===== src/rtl/counter_seq_ctrl_if.sv =====
// Command/status bundle between the tile command pins, counter_seq_ctrl and the
// 8-bit counter datapath. The slave modport is the sequencer's view.
interface counter_seq_ctrl_if #(
    parameter int PRE_W = 8,
    parameter int CNT_W = 8
);
    logic             cmd_start;
    logic             cmd_stop;
    logic             cmd_clear;
    logic             oneshot;
    logic [PRE_W-1:0] prescale;
    logic [CNT_W-1:0] tc_value;
    logic [CNT_W-1:0] cnt_val;
    logic             cnt_inc;
    logic             cnt_clr;
    logic [1:0]       state;
    logic             busy;
    logic             done_pulse;
    logic             wrap_pulse;

    modport master (
        output cmd_start, cmd_stop, cmd_clear, oneshot, prescale, tc_value, cnt_val,
        input  cnt_inc, cnt_clr, state, busy, done_pulse, wrap_pulse
    );

    modport slave (
        input  cmd_start, cmd_stop, cmd_clear, oneshot, prescale, tc_value, cnt_val,
        output cnt_inc, cnt_clr, state, busy, done_pulse, wrap_pulse
    );
endinterface


===== src/rtl/counter_seq_ctrl.sv =====
// Run/pause/clear sequencer with prescaler and terminal-count handling for the counter datapath.
// Optional command debounce is enabled by defining CNT_SEQ_DEBOUNCE_EN.
module counter_seq_ctrl #(
    parameter int PRE_W      = 8,
    parameter int CNT_W      = 8,
    parameter int DEB_CYCLES = 4
) (
    input logic               clk,
    input logic               rst_n,
    counter_seq_ctrl_if.slave bus
);

    typedef enum logic [1:0] {
        IDLE  = 2'b00,
        RUN   = 2'b01,
        PAUSE = 2'b10,
        DONE  = 2'b11
    } state_t;

    if (DEB_CYCLES < 1) begin : g_bad_deb_cycles
        $error("counter_seq_ctrl: DEB_CYCLES must be at least 1");
    end

    state_t           state_q, state_d;
    logic [PRE_W-1:0] pre_q, pre_d;
    logic             done_q, done_d;
    logic             wrap_q, wrap_d;
    logic             inc, clr;
    logic [CNT_W-1:0] cnt_val, tc_value;
    logic [2:0]       cmd_raw, cmd_lvl, cmd_hist, evt;
    logic             tick;

    assign cmd_raw  = {bus.cmd_clear, bus.cmd_stop, bus.cmd_start};
    assign cnt_val  = bus.cnt_val;
    assign tc_value = bus.tc_value;

`ifdef CNT_SEQ_DEBOUNCE_EN
    localparam int DEB_W = $clog2(DEB_CYCLES + 1);

    logic [2:0]       sync1, sync2;
    logic [DEB_W-1:0] deb_cnt [3];

    // The filtered level moves only after DEB_CYCLES consecutive disagreeing samples.
    always_ff @(posedge clk) begin
        if (!rst_n) begin
            sync1   <= '0;
            sync2   <= '0;
            cmd_lvl <= '0;
            // NOTE: the small debounce counter array is reset explicitly; it is
            // control state, not a data memory, so it must never start unknown.
            for (int i = 0; i < 3; i++) deb_cnt[i] <= '0;
        end else begin
            sync1 <= cmd_raw;
            sync2 <= sync1;
            for (int i = 0; i < 3; i++) begin
                if (sync2[i] == cmd_lvl[i]) begin
                    deb_cnt[i] <= '0;
                end else if (deb_cnt[i] == DEB_W'(DEB_CYCLES - 1)) begin
                    cmd_lvl[i] <= sync2[i];
                    deb_cnt[i] <= '0;
                end else begin
                    deb_cnt[i] <= deb_cnt[i] + 1'b1;
                end
            end
        end
    end
`else
    assign cmd_lvl = cmd_raw;
`endif

    // NOTE: clocked state uses non-blocking assignments so every register samples
    // pre-edge values regardless of statement order.
    always_ff @(posedge clk) begin
        if (!rst_n) begin
            state_q  <= IDLE;
            pre_q    <= '0;
            done_q   <= 1'b0;
            wrap_q   <= 1'b0;
            cmd_hist <= '0;
        end else begin
            state_q  <= state_d;
            pre_q    <= pre_d;
            done_q   <= done_d;
            wrap_q   <= wrap_d;
            cmd_hist <= cmd_lvl;
        end
    end

    assign evt  = cmd_lvl & ~cmd_hist;
    // A clear or stop in the same cycle suppresses the tick; >= tolerates a live prescale drop.
    assign tick = (state_q == RUN) && (pre_q >= bus.prescale) && !evt[2] && !evt[1];

    always_comb begin
        // NOTE: every output of this block gets a default first, so no path can
        // leave a value unassigned and infer a latch.
        state_d = state_q;
        pre_d   = pre_q;
        done_d  = 1'b0;
        wrap_d  = 1'b0;
        inc     = 1'b0;
        clr     = 1'b0;
        if (!rst_n) begin
            inc = 1'b0;
        end else if (evt[2]) begin
            clr     = 1'b1;
            state_d = IDLE;
            pre_d   = '0;
        end else begin
            unique case (state_q)
                IDLE: if (evt[0]) begin
                    state_d = RUN;
                    pre_d   = '0;
                end
                PAUSE: if (evt[0]) state_d = RUN;
                DONE: if (evt[0]) begin
                    clr     = 1'b1;
                    state_d = RUN;
                    pre_d   = '0;
                end
                RUN: begin
                    if (evt[1]) begin
                        state_d = PAUSE;
                    end else if (tick) begin
                        pre_d = '0;
                        if (cnt_val != tc_value) begin
                            inc = 1'b1;
                        end else if (bus.oneshot) begin
                            state_d = DONE;
                            done_d  = 1'b1;
                        end else begin
                            clr    = 1'b1;
                            wrap_d = 1'b1;
                        end
                    end else begin
                        pre_d = pre_q + 1'b1;
                    end
                end
                default: state_d = IDLE;
            endcase
        end
    end

    assign bus.cnt_inc    = inc;
    assign bus.cnt_clr    = clr;
    assign bus.state      = state_q;
    assign bus.busy       = (state_q == RUN);
    assign bus.done_pulse = done_q;
    assign bus.wrap_pulse = wrap_q;

endmodule

===== src/flat_wrapper.sv =====
// flat-port wrapper written by rule: the top's interface ports become plain ports
module counter_seq_ctrl_flat 
#(
    parameter int PRE_W      = 8,
    parameter int CNT_W      = 8,
    parameter int DEB_CYCLES = 4
)
  (clk, rst_n, bus_cmd_start, bus_cmd_stop, bus_cmd_clear, bus_oneshot, bus_prescale, bus_tc_value, bus_cnt_val, bus_cnt_inc, bus_cnt_clr, bus_state, bus_busy, bus_done_pulse, bus_wrap_pulse);
  counter_seq_ctrl_if #(.PRE_W(PRE_W), .CNT_W(CNT_W)) bus_i ();
  input logic clk;
  input logic rst_n;
  input wire logic [$bits(bus_i.cmd_start)-1:0] bus_cmd_start;
  input wire logic [$bits(bus_i.cmd_stop)-1:0] bus_cmd_stop;
  input wire logic [$bits(bus_i.cmd_clear)-1:0] bus_cmd_clear;
  input wire logic [$bits(bus_i.oneshot)-1:0] bus_oneshot;
  input wire logic [$bits(bus_i.prescale)-1:0] bus_prescale;
  input wire logic [$bits(bus_i.tc_value)-1:0] bus_tc_value;
  input wire logic [$bits(bus_i.cnt_val)-1:0] bus_cnt_val;
  output wire logic [$bits(bus_i.cnt_inc)-1:0] bus_cnt_inc;
  output wire logic [$bits(bus_i.cnt_clr)-1:0] bus_cnt_clr;
  output wire logic [$bits(bus_i.state)-1:0] bus_state;
  output wire logic [$bits(bus_i.busy)-1:0] bus_busy;
  output wire logic [$bits(bus_i.done_pulse)-1:0] bus_done_pulse;
  output wire logic [$bits(bus_i.wrap_pulse)-1:0] bus_wrap_pulse;
  assign bus_i.cmd_start = bus_cmd_start;
  assign bus_i.cmd_stop = bus_cmd_stop;
  assign bus_i.cmd_clear = bus_cmd_clear;
  assign bus_i.oneshot = bus_oneshot;
  assign bus_i.prescale = bus_prescale;
  assign bus_i.tc_value = bus_tc_value;
  assign bus_i.cnt_val = bus_cnt_val;
  assign bus_cnt_inc = bus_i.cnt_inc;
  assign bus_cnt_clr = bus_i.cnt_clr;
  assign bus_state = bus_i.state;
  assign bus_busy = bus_i.busy;
  assign bus_done_pulse = bus_i.done_pulse;
  assign bus_wrap_pulse = bus_i.wrap_pulse;
  counter_seq_ctrl #(.PRE_W(PRE_W), .CNT_W(CNT_W), .DEB_CYCLES(DEB_CYCLES)) u_core (.clk(clk), .rst_n(rst_n), .bus(bus_i));
endmodule

===== config.mk =====
export PLATFORM = sky130hd
export DESIGN_NAME = counter_seq_ctrl_flat
export DESIGN_NICKNAME = d
export VERILOG_FILES = /design/src/rtl/counter_seq_ctrl_if.sv /design/src/rtl/counter_seq_ctrl.sv /design/src/flat_wrapper.sv
export SDC_FILE = /design/constraint.sdc
export NUM_CORES = 1
export LEC_CHECK = 0
export BUFFER_PORTS_ARGS = -buffer_cell sky130_fd_sc_hd__buf_4
export CAP_MARGIN = 40
export CORE_MARGIN = 2
export CORE_UTILIZATION = 53
export DETAILED_ROUTE_END_ITERATION = 7
export GPL_ROUTABILITY_DRIVEN = 0
export PLACE_DENSITY = 0.87
export SYNTH_ARGS = -nofsm -noshare
export SYNTH_HDL_FRONTEND = slang
export SYNTH_SLANG_ARGS = --single-unit

===== constraint.sdc =====
create_clock -name clk -period 6.1 [get_ports clk]
set_input_delay 1.22 -clock clk [delete_from_list [all_inputs] [get_ports clk]]
set_output_delay 1.22 -clock clk [all_outputs]
set_load 0.005 [all_outputs]

-- After elaboration in Yosys (flattened, before gate mapping)
Cells that the tools add are included.
- word-level logic and storage cells: 61
- flip-flop bits (word level): 15
- bitwise logic cells: 5
- reduce and logical (&&, ||, !) cells: 14
- $add $sub $neg: 1
- mux-type cells: 25
- $lt $le $gt $ge: 1
- equality and inequality tests: 10
- operator list (operator ; count):
    $mux 8 ; 3
    $pmux 8 s2 ; 1
    $mux 1 ; 14
    $mux 2 ; 5
    $add 8x1->8 const B ; 1
    $ge 8x8->1 ; 1
    $ne 8x8->1 ; 1
    $ne 3x2->1 const B ; 2
    $reduce_or 3->1 ; 2
    $reduce_or 6->1 ; 1
    $eq 2x2->1 const B ; 2
    $ne 2x1->1 const B ; 2
    $pmux 2 s2 ; 1
    $reduce_and 4->1 ; 1
    $reduce_or 2->1 ; 2
    $and 3x3->3 ; 1
    $logic_and 1x1->1 ; 3
    $ne 3x1->1 const B ; 1
    $not 1->1 ; 3
    $not 3->3 ; 1
    $reduce_and 3->1 ; 1
    $eq 2x1->1 const B ; 1
    $logic_not 1->1 ; 2
    $logic_not 2->1 ; 1
    other kinds (3) ; 3

-- Depth between registers and ports, before layout
Gate-level depths: netlist of the first run.
- depth in word-level cells: 10
- gate-level depth with buffers: 8
- mapped depth without buffers: 7

-- Worst setup path after synthesis of the first run
OpenSTA, ideal clock, no wires.
- kind: in2out
- start point: in bus_prescale[0]
- end point: out bus_cnt_inc
- path slack: 2.394 ns
- stages on the path: 6
- data required time: 4.880 ns
- data arrival time: 2.486 ns
- cell sequence: ha_1 nand2b_1 a2111oi_0 o31ai_1 nor3b_2 and3_1
- longest elaborated chain between the ends: 9
- ends and longest elaborated chain (item ; line ; text):
    start: declaration ; flat_wrapper.sv:16 ; input wire logic [$bits(bus_i.prescale)-1:0] bus_prescale;
    $ge 8x8->1 ; counter_seq_ctrl.sv:91 ; assign tick = (state_q == RUN) && (pre_q >= bus.prescale) && !evt[2] && !evt[1];
    $logic_and 1x1->1 (3 in a row) ; counter_seq_ctrl.sv:91 ;
    $mux 1 ; counter_seq_ctrl.sv:123 ; end else if (tick) begin
    $mux 1 ; counter_seq_ctrl.sv:121 ; if (evt[1]) begin
    $mux 1 ; counter_seq_ctrl.sv:109 ; unique case (state_q)
    $mux 1 ; counter_seq_ctrl.sv:104 ; end else if (evt[2]) begin
    $mux 1 ; counter_seq_ctrl.sv:102 ; if (!rst_n) begin
    end: declaration ; flat_wrapper.sv:19 ; output wire logic [$bits(bus_i.cnt_inc)-1:0] bus_cnt_inc;
No other way between the ends.

-- Worst setup path in the final report of the first run
Same ends and word-level chain as after synthesis.

==> results_dict.tcl, run 1 <==
set metrics [dict create \
    status "completed" \
    synthCells 125 \
    die-width_um 48.98 \
    multiInputGateArea_sq_um 708.2 \
    grtUsageTotal_pct 22.11 \
    cts_tree "done" \
    hpwl_um 1947 \
    cts_buffers 3 \
    grt_pass1_vias 996 \
    power_density_nw_per_um2 151.5 \
    vias_per_cell 5.604 \
    via_count 1076 \
    critPathArrivalTime_ns 2.88 \
    final_common_cell "buf_4" \
    wirelength_um 2347 \
    hold_viol 0 \
    crit_required_ns 4.88 \
    p_leak_nw 0.6490 \
    rows 16 \
    areaGrowthSynthToFinish_pct 31.27 \
    cts_buffer_depth 2 \
    wl_per_cell_um 12.22 \
    grt_start_max_net_pins 14 \
    insertion_delay_ns 0.30 \
    synth-seq-cells 15 \
    worst_pin_slew_ns 0.5020 \
    synthArstFlopShare_pct 0 \
    drt_iter0_markers 14 \
    yosys_warnings 0 \
    maxCapViolCount 0 \
    grt_pass1_wl_um 4167 \
    antenna_found_initial 0 \
    io_buffers 36 \
    cts.sinks 15 \
    syn_nets 168 \
    initial_core_util_pct 55.22 \
    end_kind "primary output" \
    ys_types 33 \
    core_area_sq_um 1942 \
    cts_resized 0 \
    fmax_mhz 243.9 \
    min_path_type "reg2reg" \
    synth_edf_count 0 \
    skew_ns 0.002192 \
    fin_area_sq_um 1408 \
    yosysSeqAreaShare_pct 28.00 \
    antenna_left 0 \
    pre_cts_slack_ns 2.000 \
    cts_setup_buffers 0 \
    post-route-drc-count 0 \
    placed_area_sq_um 1373 \
    tns_ns 0 \
    antennaDiodeCount 0 \
    worstSetupPathType "in2out" \
    vdd_drop_max_v 0.0001250 \
    hold_slack_ns 0.5291 \
    cts.hold.buffers_added 0 \
    final_nets 209 \
    synthesis.area_sq_um 1072 \
    syn_area_per_cell_sq_um 8.578 \
    fp.dieH_um 48.98 \
    cp_max_fo 7 \
    fin_ws_ns 2.000 \
    root_buffer "clkbuf_4" \
    fillers 149 \
    final_cell_mix "buf_4 (37), inv_1 (16), dfxtp_1 (15)" \
    first_pass_iters 5 \
    layout-drive-gt1-share_pct 29.09 \
    critPathLaunchType "input port" \
    fin_crit_sh_pct 67.21 \
    period_minus_slack_ns 4.100 \
    htree_levels 1 \
    io-pin-count 37 \
    ys.flop_type "dfxtp_1" \
    die_area_sq_um 2399 \
    max-slew-margin-rel_pct 66.41 \
    setup_viol 0 \
    clk_pin_slew_worst_paths_ns 0.10 \
    drv_slew 0 \
    rsz0062_at_grt "no" \
    grt-ovfl-total 0 \
    ff_latch_area_sq_um 300.3 \
]
state kept, by name, summed over array words and instances (netlist names):
| signal | cells |
|---|---|
| u_core.bus.wrap_pulse | 1 |
| u_core.bus.done_pulse | 1 |
| u_core.bus.state | 2 |
| u_core.cmd_hist | 3 |
| u_core.pre_q | 8 |
routing by layer:
layer	vias to the layer above	track usage [%]	share of wire, %
li1	521	-	-
met1	502	25.48	38
met2	48	39.27	53
met3	5	3.374	6.2
met4	0	11.43	2.4
met5	-	0	0
synth_stat cells (2+ instances only):
cell type	number	share of area [%]
nor3_1	4	1.9
xnor2_1	4	3.3
mux2i_1	2	1.9
nor2_1	12	4.2
ha_1	13	15
nand2b_1	2	1.2
xor2_1	8	6.5
nand2_1	6	2.1
inv_1	16	5.6
a21oi_1	4	1.9
and3_1	2	1.2
a211oi_2	2	2.3
o21a_1	2	1.4
nor4_1	3	1.8
nand3_1	8	3.7
o31ai_1	4	2.8
nor2b_1	2	1.2
and2_1	2	1.2
dfxtp_1	15	28
worst paths after layout:
path                            slack [ns]                    startpoint                      endpoint  depth (start not counted)
worst min-delay path                  0.53  u_core.pre_q[0]$_SDFFE_PP0P_  u_core.pre_q[0]$_SDFFE_PP0P_                          2
worst max register to register        3.94  u_core.pre_q[0]$_SDFFE_PP0P_  u_core.pre_q[0]$_SDFFE_PP0P_                          7
worst max-delay path                  2.00               bus_prescale[0]                   bus_cnt_inc                          8
worst min register to register        0.53  u_core.pre_q[0]$_SDFFE_PP0P_  u_core.pre_q[0]$_SDFFE_PP0P_                          2
per-stage QoR:
stage | util (%) | power [mW] | std cells
finish | 72.49 | 0.2132 | 192
global route | 72.49 | 0.2239 | 192
CTS | 72.10 | 0.2129 | 191
detailed placement | 70.68 | 0.1542 | 187
global placement | 70.68 | 0.1513 | 187
floorplan | - | 0.1303 | 125
cell type report:
cell class | count | area share [%]
Inverter | 16 | 4.267
Sequential cell | 15 | 21.33
Clock inverter | 1 | 0.3556
Clock buffer | 3 | 1.600
Multi-Input combinational cell | 93 | 50.31
Timing Repair Buffer | 37 | 19.73
Tap cell | 27 | 2.400
critical path, stage by stage:
cell,delay (ns)
buf_4,0.11
ha_1,0.27
nand2b_1,0.09
a2111oi_0,0.09
o31ai_1,0.35
nor3b_2,0.42
and3_1,0.22
buf_4,0.10
logic make-up after synthesis:
family / Yosys count / share of synthesized area, %
AND/OR/NAND/NOR: 47 / 25.20
AO/OA/AOI/OAI: 19 / 14.00
buffers and inverters: 17 / 5.951
flip-flops: 15 / 28.00
adder cells (fa/ha/maj): 13 / 15.17
XOR/XNOR: 12 / 9.802
multiplexers: 2 / 1.867
report_power, final:
group	internal [mW]	switching, mW
Combinational	0.0261	0.0252
Sequential	0.0999	0.00190
Clock	0.0245	0.0357
Total	0.151	0.0627
Power figures use the tool's default switching activity.
==> run 2: changes to the inputs <==
--- a/config.mk
+++ b/config.mk
@@ -5,13 +5,14 @@
 export SDC_FILE = /design/constraint.sdc
 export NUM_CORES = 1
 export LEC_CHECK = 0
+export ABC_AREA = 1
 export BUFFER_PORTS_ARGS = -buffer_cell sky130_fd_sc_hd__buf_4
 export CAP_MARGIN = 40
 export CORE_MARGIN = 2
-export CORE_UTILIZATION = 53
+export CORE_UTILIZATION = 50
 export DETAILED_ROUTE_END_ITERATION = 7
 export GPL_ROUTABILITY_DRIVEN = 0
-export PLACE_DENSITY = 0.87
+export PLACE_DENSITY = 0.81
 export SYNTH_ARGS = -nofsm -noshare
 export SYNTH_HDL_FRONTEND = slang
 export SYNTH_SLANG_ARGS = --single-unit
==> constraint.sdc (replaced) <==
create_clock -name clk -period 4.1 [get_ports clk]
set_input_delay 0.82 -clock clk [delete_from_list [all_inputs] [get_ports clk]]
set_output_delay 0.82 -clock clk [all_outputs]
set_load 0.005 [all_outputs]
==> run 2 against run 1 <==
Against the previous run:
- register-to-register slack lost 1.4 ns
- via count grew 2.3%
- total power grew 60%
- largest cell class unchanged
- clock skew grew 0.0032 ns
- core utilization shrank 4.3 points
- highest routed layer unchanged
- sequential share of layout area shrank 1.6 points
==> results_dict.tcl, run 2 <==
set metrics [dict create \
    stdcell_count 239 \
    yosys_warnings 0 \
    drv_slew 0 \
    synth_top_area_share_pct 25.24 \
    setup_viol 0 \
    p_leak_nw 0.8412 \
    grt_pass1_vias 1050 \
    io_buffers 36 \
    die-width_um 52.79 \
    yosysMostFrequentCell "nand2_1" \
    netSwitchingPower_mw 0.1077 \
    cts_buffer_depth 2 \
    reg2reg_from "u_core.pre_q[3]$_SDFFE_PP0P_" \
    via_count 1101 \
    syn_nets 214 \
    regToRegSetupSlack_ns 2.49 \
    grt_start_max_net_pins 10 \
    critPathArrivalTime_ns 2.02 \
    insertion_delay_ns 0.29 \
    die_area_sq_um 2786 \
    synthesis.area_sq_um 1190 \
    hold_viol 0 \
    crit_required_ns 3.28 \
    cp_slowest_stage_delay_ns 0.29 \
    slowest_stage "ha_1" \
    cts_setup_buffers 0 \
    grt-ovfl-total 0 \
    rows 17 \
    post-route-drc-count 0 \
    drt_iter0_markers 8 \
    cts_tree "done" \
    synth-seq-cells 15 \
    critPathLaunchType "input port" \
    skew_ns 0.005408 \
    layout-drive-gt1-share_pct 32.70 \
    status "completed" \
    cts_buffers 3 \
    fin_crit_sh_pct 69.18 \
    crit_top_cell "buf_4" \
    wirelength_um 2381 \
    antenna_found_initial 0 \
    hold_depth 2 \
    cts.hold.buffers_added 0 \
    core_area_sq_um 2233 \
    final_common_cell "nand2_1" \
    min_path_type "reg2reg" \
    synthTopCellsByCount "nand2_1 (38), inv_1 (35), dfxtp_1 (15)" \
    power.clock.fraction_pct 25.9 \
    crit_chain "buf_4 > inv_1 > ha_1 > nand2_1 > nor2_1 > nand4_1 > nand3_2 > nand3_1 > a21oi_1 > buf_4" \
    cts_resized 0 \
    max-slew-margin-rel_pct 74.59 \
    antenna_left 0 \
    rsz0062_at_grt "no" \
    worst-path-buf-inv 3 \
    period_minus_slack_ns 2.836 \
    fmax_mhz 352.6 \
    vias_per_cell 4.607 \
    p_sw_share_pct 31.60 \
    cts.sinks 15 \
    final_nets 255 \
    cp_top_family "simple AND/OR/NAND/NOR gates" \
    holdPathEnd "u_core.pre_q[7]$_SDFFE_PP0P_" \
    yosys-top-cells-area "dfxtp_1 (25%), ha_1 (14%), nand2_1 (12%)" \
    seqPwrFrac_pct 45.2 \
    placed_area_sq_um 1495 \
    wl_per_cell_um 9.962 \
    reg2reg_depth 10 \
    p_int_mw 0.2332 \
    synth_edf_count 0 \
    final_cell_mix "nand2_1 (38), buf_4 (36), inv_1 (35)" \
    yosysSeqAreaShare_pct 25.24 \
    fin_area_sq_um 1523 \
    first_pass_iters 5 \
    ys_types 24 \
    hpwl_um 2012 \
    cp_max_fo 2 \
    htree_levels 1 \
    clk_pin_slew_worst_paths_ns 0.09 \
    root_buffer "clkbuf_4" \
    synth_top_area_cell "dfxtp_1" \
    initial_core_util_pct 53.28 \
    areaGrowthSynthToFinish_pct 27.97 \
    final_util_pct 68.18 \
    regMostFlops "u_core.pre_q" \
    dpl.cell_count 235 \
    comb_power_share_pct 29.0 \
    fp.dieH_um 52.79 \
    reg2reg_to "u_core.pre_q[6]$_SDFFE_PP0P_" \
    largest_reg_flops 8 \
    syn_area_per_cell_sq_um 6.958 \
    grt_pass1_wl_um 3953 \
    synthArstFlopShare_pct 0 \
    grtUsageTotal_pct 19.16 \
    end_kind "primary output" \
    tns_ns 0 \
    worst_pin_slew_ns 0.3798 \
    synthCells 171 \
    io-pin-count 37 \
    ys.flop_type "dfxtp_1" \
    hold_slack_ns 0.5626 \
    min_from "u_core.pre_q[7]$_SDFFE_PP0P_" \
    worstSetupPathType "in2out" \
    maxCapViolCount 0 \
    antennaDiodeCount 0 \
    power_density_nw_per_um2 223.9 \
    vdd_drop_max_v 0.0001499 \
]
## run 2: cell count changes after synthesis, moves of 5 or more
cell / before / now
nand2_1: 6 / 38
inv_1: 16 / 35
nor2_2: 0 / 9
inv_2: 0 / 6
nand2_2: 0 / 5
## run 2: metal layers
metal | share of wire, % | global-route usage (%) | up-vias
met2 | 53 | 37.71 | 17
met5 | 0 | 0 | -
met3 | 3.4 | 2.571 | 2
met1 | 43 | 20.35 | 486
met4 | 0.63 | 6.410 | 0
li1 | - | - | 596
## run 2: logic make-up (layout without fill, tap and decap cells)
group / after synthesis / count (layout) / synth area share (%)
mux: 1 / 1 / 0.8413
simple gates: 80 / 80 / 34.81
buf+inv: 41 / 81 / 12.93
flops: 15 / 15 / 25.24
xor+xnor: 10 / 10 / 7.361
fa+ha+maj: 13 / 13 / 13.67
compound gates: 11 / 11 / 5.153
## run 2: power groups by stage
| stage | Combinational (mW) | Sequential [mW] | Clock [mW] |
|---|---|---|---|
| finish | 0.0988 | 0.154 | 0.0882 |
| detailed placement | 0.0990 | 0.157 | 0 |
| floorplan | 0.0601 | 0.157 | 0 |
| global route | 0.111 | 0.155 | 0.0916 |
| CTS | 0.0997 | 0.154 | 0.0881 |
| global placement | 0.0951 | 0.157 | 0 |
## run 2: area by class of cell
| class | count | area, sq um |
|---|---|---|
| inverters | 41 | 153.9 |
| clock inverters | 1 | 5.005 |
| well taps | 28 | 35.03 |
| clock buffers | 3 | 22.52 |
| multi-input cells | 115 | 735.7 |
| flip-flops and latches | 15 | 300.3 |
| repair buffers | 36 | 270.3 |
| fillers | 191 | 710.7 |
## run 2: metrics by stage
| step | setup WS, ns | total power [mW] |
|---|---|---|
| after CTS | 1.256 | 0.3419 |
| after global placement | 1.296 | 0.2523 |
| final | 1.264 | 0.3410 |
| after floorplan | 1.543 | 0.2171 |
| after detailed placement | 1.253 | 0.2564 |
| after global routing | 1.118 | 0.3570 |
## run 2: worst max path at each step
| stage | from | endpoint | slack (ns) | depth (start not counted) |
|---|---|---|---|---|
| 6_report | bus_prescale[7] | bus_cnt_clr | 1.26 | 10 |
| 5_1_grt | bus_prescale[7] | bus_cnt_clr | 1.12 | 10 |
| 4_1_cts | bus_prescale[7] | bus_cnt_clr | 1.26 | 10 |
| 3_5_place_dp | bus_prescale[7] | bus_cnt_clr | 1.25 | 10 |
| 3_3_place_gp | bus_prescale[7] | bus_cnt_clr | 1.30 | 10 |
| 2_1_floorplan | bus_prescale[7] | bus_cnt_clr | 1.54 | 8 |
## run 2: worst reg2reg max path, cell delays in order (launching register included)
cell and delay (ns):
dfxtp_1 0.44, ha_1 0.28, a21oi_1 0.17, nand2_1 0.07, nand2_1 0.07, nand3_2 0.07
nand2_2 0.10, nand2_2 0.06, nand2_2 0.07, nand2_4 0.10, nor2_2 0.11
